<file path="src/rtl/wb_sram_bank_ctrl.sv">
// Wishbone classic slave bridging a byte-addressed window onto NUM_BANKS
// dual-port SRAM macros (port 0 write, port 1 read).
// Optional macro WB_SRAM_BANK_CTRL_ERR_EN: out-of-range bank accesses end with
// an err pulse instead of a dummy ack (write dropped, read returns zero).
module wb_sram_bank_ctrl #(
    parameter int unsigned NUM_BANKS    = 4,
    parameter int unsigned ADDR_BITS    = 9,
    parameter logic [31:0] BASE_ADDR    = 32'h3000_0000,
    parameter int unsigned READ_LATENCY = 1
) (
    input  logic                        wb_clk_i,
    input  logic                        wb_rst_i,
    input  logic                        wbs_cyc_i,
    input  logic                        wbs_stb_i,
    input  logic                        wbs_we_i,
    input  logic [3:0]                  wbs_sel_i,
    input  logic [31:0]                 wbs_adr_i,
    input  logic [31:0]                 wbs_dat_i,
    output logic                        wbs_ack_o,
    output logic                        wbs_err_o,
    output logic [31:0]                 wbs_dat_o,
    output logic [NUM_BANKS-1:0]        sram_csb0,
    output logic                        sram_web0,
    output logic [3:0]                  sram_wmask0,
    output logic [ADDR_BITS-1:0]        sram_addr0,
    output logic [31:0]                 sram_din0,
    output logic [NUM_BANKS-1:0]        sram_csb1,
    output logic [ADDR_BITS-1:0]        sram_addr1,
    input  logic [32*NUM_BANKS-1:0]     sram_dout1,
    output logic                        busy_o
);

`ifdef WB_SRAM_BANK_CTRL_ERR_EN
    localparam bit ERR_EN = 1'b1;
`else
    localparam bit ERR_EN = 1'b0;
`endif

    localparam int unsigned BANK_BITS = (NUM_BANKS > 1) ? $clog2(NUM_BANKS) : 1;
    localparam int unsigned BANK_LO   = ADDR_BITS + 2;
    localparam int unsigned TAG_LO    = BANK_LO + BANK_BITS;
    localparam logic [1:0]  LAST_WAIT = 2'(READ_LATENCY - 1);

    typedef enum logic [1:0] {S_IDLE, S_ACCESS, S_WAIT, S_ACK} state_t;

    state_t                 state_q, state_d;
    logic [BANK_BITS-1:0]   bank_q, bank_d;
    logic                   we_q, we_d;
    logic [1:0]             wait_q, wait_d;
    logic [31:0]            rdata_q, rdata_d;
    logic                   ack_q, ack_d;
    logic                   err_q, err_d;
    logic                   busy_q, busy_d;
    logic [NUM_BANKS-1:0]   csb0_q, csb0_d;
    logic [NUM_BANKS-1:0]   csb1_q, csb1_d;
    logic                   web0_q, web0_d;
    logic [3:0]             wmask0_q, wmask0_d;
    logic [ADDR_BITS-1:0]   addr0_q, addr0_d;
    logic [31:0]            din0_q, din0_d;
    logic [ADDR_BITS-1:0]   addr1_q, addr1_d;

    // Address decode of the incoming request
    logic [ADDR_BITS-1:0]   req_word;
    logic [BANK_BITS-1:0]   req_bank;
    logic                   req_hit;
    logic                   req_oor;
    logic                   unused_adr;

    assign req_word   = wbs_adr_i[BANK_LO-1:2];
    assign req_bank   = wbs_adr_i[TAG_LO-1:BANK_LO];
    assign req_hit    = wbs_cyc_i && wbs_stb_i &&
                        (wbs_adr_i[31:TAG_LO] == BASE_ADDR[31:TAG_LO]);
    assign req_oor    = 32'(req_bank) >= NUM_BANKS;
    assign unused_adr = ^wbs_adr_i[1:0];

    // State register
    always_ff @(posedge wb_clk_i or posedge wb_rst_i) begin
        if (wb_rst_i) state_q <= S_IDLE;
        else          state_q <= state_d;
    end

    // Next-state logic; a dropped cyc abandons the cycle without ack
    always_comb begin
        state_d = state_q;
        case (state_q)
            S_IDLE:   if (req_hit) state_d = req_oor ? S_ACK : S_ACCESS;
            S_ACCESS: if (!wbs_cyc_i)  state_d = S_IDLE;
                      else if (we_q)   state_d = S_ACK;
                      else             state_d = S_WAIT;
            S_WAIT:   if (!wbs_cyc_i)  state_d = S_IDLE;
                      else if (wait_q == LAST_WAIT) state_d = S_ACK;
            S_ACK:    state_d = S_IDLE;
            default:  state_d = S_IDLE;
        endcase
    end

    // Output and datapath next values, registered from the upcoming state
    always_comb begin
        bank_d   = bank_q;
        we_d     = we_q;
        wait_d   = wait_q;
        rdata_d  = rdata_q;
        wmask0_d = wmask0_q;
        addr0_d  = addr0_q;
        din0_d   = din0_q;
        addr1_d  = addr1_q;
        ack_d    = 1'b0;
        err_d    = 1'b0;
        busy_d   = (state_d != S_IDLE);
        csb0_d   = '1;
        csb1_d   = '1;
        web0_d   = 1'b1;

        if (state_q == S_IDLE && req_hit) begin
            bank_d = req_bank;
            we_d   = wbs_we_i;
        end

        if (state_q == S_IDLE && state_d == S_ACCESS) begin
            if (wbs_we_i) begin
                addr0_d  = req_word;
                din0_d   = wbs_dat_i;
                wmask0_d = wbs_sel_i;
                web0_d   = 1'b0;
                for (int unsigned b = 0; b < NUM_BANKS; b++)
                    csb0_d[b] = (req_bank != BANK_BITS'(b));
            end else begin
                addr1_d = req_word;
                for (int unsigned b = 0; b < NUM_BANKS; b++)
                    csb1_d[b] = (req_bank != BANK_BITS'(b));
            end
        end

        if (state_d == S_WAIT)
            wait_d = (state_q == S_WAIT) ? wait_q + 2'd1 : 2'd0;

        if (state_q == S_WAIT && state_d == S_ACK) begin
            for (int unsigned b = 0; b < NUM_BANKS; b++)
                if (bank_q == BANK_BITS'(b)) rdata_d = sram_dout1[32*b +: 32];
        end

        if (state_d == S_ACK) begin
            if (state_q == S_IDLE) begin
                // Out-of-range bank: the SRAM is never touched
                if (ERR_EN) begin
                    err_d = 1'b1;
                end else begin
                    ack_d = 1'b1;
                    if (!wbs_we_i) rdata_d = 32'h0;
                end
            end else begin
                ack_d = 1'b1;
            end
        end
    end

    // Datapath and output registers
    always_ff @(posedge wb_clk_i or posedge wb_rst_i) begin
        if (wb_rst_i) begin
            bank_q   <= '0;
            we_q     <= 1'b0;
            wait_q   <= 2'd0;
            rdata_q  <= 32'h0;
            ack_q    <= 1'b0;
            err_q    <= 1'b0;
            busy_q   <= 1'b0;
            csb0_q   <= '1;
            csb1_q   <= '1;
            web0_q   <= 1'b1;
            wmask0_q <= 4'h0;
            addr0_q  <= '0;
            din0_q   <= 32'h0;
            addr1_q  <= '0;
        end else begin
            bank_q   <= bank_d;
            we_q     <= we_d;
            wait_q   <= wait_d;
            rdata_q  <= rdata_d;
            ack_q    <= ack_d;
            err_q    <= err_d;
            busy_q   <= busy_d;
            csb0_q   <= csb0_d;
            csb1_q   <= csb1_d;
            web0_q   <= web0_d;
            wmask0_q <= wmask0_d;
            addr0_q  <= addr0_d;
            din0_q   <= din0_d;
            addr1_q  <= addr1_d;
        end
    end

    assign wbs_ack_o   = ack_q;
    assign wbs_err_o   = err_q;
    assign wbs_dat_o   = rdata_q;
    assign sram_csb0   = csb0_q;
    assign sram_web0   = web0_q;
    assign sram_wmask0 = wmask0_q;
    assign sram_addr0  = addr0_q;
    assign sram_din0   = din0_q;
    assign sram_csb1   = csb1_q;
    assign sram_addr1  = addr1_q;
    assign busy_o      = busy_q;

endmodule

</file>
<file path="config.mk">
export PLATFORM = sky130hd
export DESIGN_NAME = wb_sram_bank_ctrl
export DESIGN_NICKNAME = d
export VERILOG_FILES = /design/src/rtl/wb_sram_bank_ctrl.sv
export SDC_FILE = /design/constraint.sdc
export NUM_CORES = 1
export LEC_CHECK = 0
export BUFFER_PORTS_ARGS = -buffer_cell sky130_fd_sc_hd__buf_4
export CORE_MARGIN = 1
export CORE_UTILIZATION = 35
export DETAILED_ROUTE_END_ITERATION = 12
export PLACE_DENSITY = 0.67
export SYNTH_ARGS = -nofsm -noshare
export SYNTH_HDL_FRONTEND = slang
export SYNTH_SLANG_ARGS = --single-unit
</file>
<file path="constraint.sdc">
create_clock -name wb_clk_i -period 4 [get_ports wb_clk_i]
set_clock_uncertainty 0.1 [all_clocks]
set_input_delay 0.8 -clock wb_clk_i [delete_from_list [all_inputs] [get_ports wb_clk_i]]
set_output_delay 0.8 -clock wb_clk_i [all_outputs]
set_load 0.01 [all_outputs]
</file>
==> flow_metrics.tcl, run 1 <==
set metrics [dict create \
    place.gp.congestion 0.775 \
    worst-path-max-fanout 45 \
    endpoint_kind "flip-flop" \
    final_util_pct 54.9 \
    synth_flop_cell "dfrtp_1" \
    finalHoldViolations 0 \
    drive_gt1_share_pct 76.7 \
    numCtsBuffers 9 \
    h-tree-depth 3 \
    antennaDiodeCount 0 \
    wl_per_cell_um 16.7 \
    fin_crit_ns 3.06 \
    syn-cell-area_um2 4940 \
    yosysWarnings 0 \
    io_pins 299 \
    synth_top_area_share_pct 48.2 \
    finalMaxSlewViolations 0 \
    seqCellArea_um2 2620 \
    post-place-ws_ns 0.595 \
    firstDrtPassIters 4 \
    critPathBufInv 2 \
    grt_pass1_wl_mm 19.8 \
    synth_common_cells "95 x dfrtp_1, 48 x mux2_2, 40 x mux2_4" \
    nets 789 \
    synth_edf_count 0 \
    holdBufCountCts 0 \
    die_h_um 121 \
    p_leak_uw 0.00402 \
    synth.distinct_cells 37 \
    syn2layout_area_growth_pct 53.9 \
    relSlewSlack_pct 29.8 \
    cts_tree "yes" \
    die_w_um 121 \
    multi_input_area_um2 2160 \
    worst_pin_slew_ns 1.05 \
    synth_top_area_cell "dfrtp_1" \
    synth_top_family_by_area "multiplexers" \
    ys_top_cells_by_area "dfrtp_1 48%, mux4_2 15%, mux2_4 12%" \
    root_buffer "clkbuf_16" \
    grt_max_degree 88 \
    overflow 0 \
    cts_setup_buffers 0 \
    viasPerCell 4.82 \
    vias 3722 \
    antenna_found_initial 0 \
    synthArstFlopShare_pct 100 \
    clk_path_buf_depth 2 \
    synthAdderAreaFrac_pct 0.253 \
    post-synth-top-count-cell "dfrtp_1" \
    setup_ws_ns 0.941 \
    start_util_pct 35.7 \
    cts_sinks 104 \
    start_kind "input port" \
    synth_mux_area_share_pct 37.7 \
    cpLargestDelayFamily "simple AND/OR/NAND/NOR gates" \
    fillers 1167 \
    syn_area_per_cell_um2 16.9 \
    slowest_stage "or4_4" \
    fin_crit_sh_pct 76.5 \
    ys_seq_area_share_pct 52.9 \
    synth-compound-area-share_pct 0.684 \
    syn-num-nets 495 \
    worstHoldPathType "reg2reg" \
    synth-xor-area-share_pct 0.177 \
    cts.clk_slew.worst_paths_ns 0.07 \
    dieArea_um2 14600 \
    critPathMaxStageDelay_ns 0.54 \
    first_iter_violations 136 \
    grtUsageTotal_pct 18.0 \
    instances_no_fill 772 \
    setup_tns_ns 0 \
    setup_viol 0 \
    worstSetupPathType "in2reg" \
    drc 0 \
    max_cap_viol_count 0 \
    rsz0062_at_grt "false" \
    cts_resized 0 \
    outcome "complete, no violations" \
    dp_hpwl_mm 10.1 \
    worstPathArrival_ns 3.19 \
    port_buffers 295 \
    drt_wl_total_mm 12.9 \
    core_um2 13800 \
    synthSimpleGateAreaFrac_pct 4.79 \
    grt_pass1_vias 3991 \
    yosys_register_bits 104 \
    synthCells 293 \
    cp.required_ns 4.13 \
    powerDensity_nw_per_um2 285 \
    rows 43 \
    antenna_left 0 \
    crit_chain "buf_4, or4_4, or4_4, or3_2, buf_4, mux2_4" \
    vdd_drop_max_v 0.000185 \
    dp_cells 756 \
    clkLatencyLatePin_ns 0.34 \
    max_freq_mhz 327 \
]
-- placed cells by master (no fill, tap or decap), types with 2 or more instances in the layout --
master | synthesis | layout
buf_4 | 1 | 301
dfrtp_1 | 95 | 94
mux2_2 | 48 | 48
mux2_4 | 40 | 40
mux4_2 | 32 | 32
clkbuf_16 | 0 | 9
dfstp_2 | 9 | 9
nand2_1 | 8 | 8
inv_1 | 6 | 5
nor4_1 | 2 | 2
nor4b_1 | 2 | 2
nor3_1 | 2 | 2
or4_4 | 2 | 2
and3b_1 | 2 | 2
o21ai_0 | 2 | 2
nor2b_1 | 2 | 2
nor2_1 | 2 | 2
or3_1 | 3 | 2
nand3_1 | 2 | 2
nor3b_1 | 2 | 2
clkinvlp_4 | 0 | 2
-- power breakdown --
part / internal [uW] / switching [uW]
registers: 1050 / 0.0140
clock network: 510 / 396
logic: 146 / 59.2
-- worst reg2reg max path, cell delays in order (launching register included) --
cell and delay, ns:
dfrtp_1 0.44, nand2b_1 0.23, or4_4 0.46, or3_2 0.42, buf_4 0.37, mux2_4 0.44
-- registers in the layout, indices dropped and copies added (netlist names), 2 cells and up --
signal       cells
sram_din0       32
wbs_dat_o       32
sram_addr0       9
sram_addr1       9
sram_csb0        4
sram_csb1        4
sram_wmask0      4
bank_q           2
state_q          2
wait_q           2
-- kinds of logic (layout without fill, tap and decap cells) --
kind of cell / count (synthesis) / count (layout)
multiplexers: 120 / 120
flip-flops: 104 / 104
AND/OR/NAND/NOR: 37 / 37
buffers and inverters: 24 / 323
AO/OA/AOI/OAI: 5 / 5
adder cells (fa/ha/maj): 1 / 1
other: 1 / 1
XOR/XNOR: 1 / 1
-- final cells by class --
class / count / area share, %
multi-input cells: 165 / 28.4
repair buffers: 301 / 29.7
flip-flops and latches: 104 / 34.4
clock inverters: 6 / 0.972
clock buffers: 10 / 3.15
inverters: 6 / 0.329
well taps: 180 / 2.96
-- metrics by stage --
step           hold WS (ns)  power, uW  cell area, um^2
2_1_floorplan         0.364       1120             4940
3_3_place_gp          0.374       1270             7280
3_5_place_dp          0.381       1280             7280
4_1_cts               0.398       2200             7600
5_1_grt               0.413       2250             7600
6_report              0.394       2160             7600
-- per-layer routing --
layer,vias up,GRT usage [%],part of all wire (%)
li1,1679,-,-
met5,-,0,0
met3,17,4.62,7.2
met1,1850,20.7,39
met2,176,31.8,52
met4,0,7.25,2.0
-- final timing paths --
path / start / to / slack [ns] / depth (start not counted)
setup / recovery: wbs_adr_i[15] / sram_din0[24] / 0.94 / 6
max in group asynchronous: wb_rst_i / sram_din0[15] / 2.34 / 3
setup reg to reg: state_q[0] / sram_din0[24] / 1.43 / 5
min in group asynchronous: wb_rst_i / sram_din0[19] / 0.62 / 2
hold / removal: wait_q[0] / wait_q[0] / 0.39 / 1
hold reg to reg: wait_q[0] / wait_q[0] / 0.39 / 1
(Power assumes the default switching activity.)
==> run 2: changes to the inputs <==
ABC_AREA = 1   (was default)
PLACE_DENSITY = 0.65   (was 0.67)
clock period = 2.9 ns   (was 4 ns; I/O delays follow)
==> run 2 against run 1 <==
Against the previous run:
- synthesized cell count grew to 2.7 times the previous value
- worst hold slack worse by 0.095 ns
- sequential share of layout area is 2.5 points lower
- routed wire length is 50% higher
- count of clock-buffer cells in the layout is 1 lower
- total power is 100% higher
- final cell count is 64% higher
- design area is 7.9% higher
- clock power is 37% higher
- utilization is 1.4 points lower
- worst setup slack worse by 0.21 ns
- register-to-register slack worse by 0.70 ns
- critical path type is now reg2reg
- largest cell class unchanged
- highest routed layer unchanged
==> flow_metrics.tcl, run 2 <==
set metrics [dict create \
    dp_cells 1249 \
    endpoint_kind "flip-flop" \
    synth_flop_cell "dfrtp_1" \
    synth_top_area_share_pct 42.9 \
    io_pins 299 \
    worst_pin_slew_ns 0.776 \
    dieArea_um2 16400 \
    start_util_pct 36.2 \
    cts_sinks 104 \
    r2r_end "wbs_dat_o[3]" \
    synth_common_cells "381 x nand2_1, 95 x dfrtp_1, 57 x nor2_1" \
    instances_no_fill 1265 \
    synth_top_area_cell "dfrtp_1" \
    synth_mux_area_share_pct 0 \
    ys_seq_area_share_pct 47.1 \
    final_common_cell "nand2_1" \
    vias 5941 \
    rows 45 \
    critPathMostFrequentCell "nand2_1" \
    p_leak_uw 0.00449 \
    cts.clk_slew.worst_paths_ns 0.07 \
    wl_per_cell_um 15.2 \
    endpoint "wbs_dat_o[3]" \
    grt_pass1_wl_mm 29.7 \
    syn-cell-area_um2 5550 \
    antenna_left 0 \
    drc 0 \
    worst_r2r_path_depth 7 \
    syn2layout_area_growth_pct 47.9 \
    max_freq_mhz 461 \
    viasPerCell 4.70 \
    design_area_um2 8200 \
    overflow 0 \
    final_util_pct 53.5 \
    clkLatencyLatePin_ns 0.35 \
    worstSetupPathType "reg2reg" \
    cts_setup_buffers 0 \
    crit_chain "nand2_2, inv_2, buf_4, nand2_1, nand2_1, nand2_1, nand2_1" \
    critPathMaxStageDelay_ns 0.76 \
    worstPathArrival_ns 2.36 \
    synthSimpleGateAreaFrac_pct 43.0 \
    slowest_stage "dfrtp_1" \
    syn-num-nets 980 \
    grt_pass1_vias 5510 \
    core_um2 15300 \
    dp_hpwl_mm 13.7 \
    setup_tns_ns 0 \
    post-synth-top-count-cell "nand2_1" \
    setup_viol 0 \
    first_iter_violations 297 \
    cts_tree "yes" \
    powerDensity_nw_per_um2 533 \
    synthCells 778 \
    firstDrtPassIters 4 \
    numCtsBuffers 9 \
    synth-xor-area-share_pct 0 \
    synth-compound-area-share_pct 3.34 \
    r2r_start "bank_q[1]" \
    synth.distinct_cells 29 \
    drt_wl_total_mm 19.3 \
    placed_area_um2 7890 \
    synth_top_family_by_area "simple AND/OR/NAND/NOR gates" \
    ys_top_cells_by_area "dfrtp_1 43%, nand2_1 26%, nand4_1 5.5%" \
    crit_path_start "bank_q[1]" \
    fin_crit_sh_pct 74.9 \
    holdBufCountCts 0 \
    cts_resized 0 \
    grt_max_degree 62 \
    h-tree-depth 3 \
    nets 1251 \
    synthArstFlopShare_pct 100 \
    worstHoldPathType "in2async" \
    final_cell_mix "381 x nand2_1, 309 x buf_4, 95 x dfrtp_1" \
    rsz0062_at_grt "false" \
    synthAdderAreaFrac_pct 0.226 \
    max_cap_viol_count 0 \
    vdd_drop_max_v 0.000232 \
    relSlewSlack_pct 48.2 \
    synth_edf_count 0 \
    yosys_register_bits 104 \
    finalMaxSlewViolations 0 \
    hold_slack_ns 0.299 \
    yosysWarnings 0 \
    port_buffers 295 \
    die_h_um 128 \
    die_w_um 128 \
    outcome "complete, no violations" \
    place.gp.congestion 0.799 \
    clk_path_buf_depth 2 \
    antennaDiodeCount 0 \
    antenna_found_initial 0 \
    start_kind "flip-flop" \
    worst-path-max-fanout 40 \
    syn_area_per_cell_um2 7.13 \
    fin_crit_ns 2.17 \
    drive_gt1_share_pct 33.8 \
    root_buffer "clkbuf_16" \
    grtUsageTotal_pct 23.6 \
    r2r_setup_slack_ns 0.73 \
    finalHoldViolations 0 \
    cp.required_ns 3.09 \
]
run 2: worst min path at each step:
stage                     to  slack [ns]  cells after the start
3_3_place_gp   sram_addr0[5]        0.35                      2
6_report       wbs_dat_o[19]        0.30                      3
4_1_cts        wbs_dat_o[19]        0.31                      3
3_5_place_dp    sram_din0[9]        0.36                      2
5_1_grt        sram_addr1[0]        0.33                      3
2_1_floorplan      wait_q[1]        0.34                      2
run 2: final cells by class:
| type | instances | area (um^2) |
|---|---|---|
| well taps | 211 | 264 |
| multi-input cells | 601 | 2600 |
| repair buffers | 309 | 2320 |
| clock inverters | 7 | 80.1 |
| fillers | 1519 | 7120 |
| clock buffers | 9 | 225 |
| flip-flops and latches | 104 | 2610 |
| inverters | 24 | 96.3 |
run 2: worst max-delay path: cells and delay by family, from the launching register on:
kind	cells	cell delay [ns]
buffers and inverters	2	0.86
flip-flops	1	0.76
AND/OR/NAND/NOR	5	0.39
run 2: logic make-up after synthesis:
| logic type | count (synthesis) |
|---|---|
| fa+ha+maj | 1 |
| simple gates | 562 |
| flops | 104 |
| buf+inv | 73 |
| other cells | 1 |
| compound gates | 37 |
run 2: stage by stage:
step,setup slack (ns),power (uW)
2_1_floorplan,0.982,2430
3_3_place_gp,0.641,3140
6_report,0.729,4370
4_1_cts,0.736,4420
3_5_place_dp,0.591,3160
5_1_grt,0.551,4640
run 2: where the power goes:
part	internal, uW	total (uW)	switching (uW)
Clock	677	1240	566
Combinational	670	1250	581
Sequential	1680	1870	198
Total	3020	4370	1340
run 2: routing by layer:
layer / up-vias / wire length, um / track usage [%]
met5: - / 0 / 0
met2: 232 / 8990 / 39.2
met3: 22 / 1910 / 7.55
met4: 0 / 373 / 8.44
met1: 2675 / 7980 / 28.7
li1: 3012 / - / -
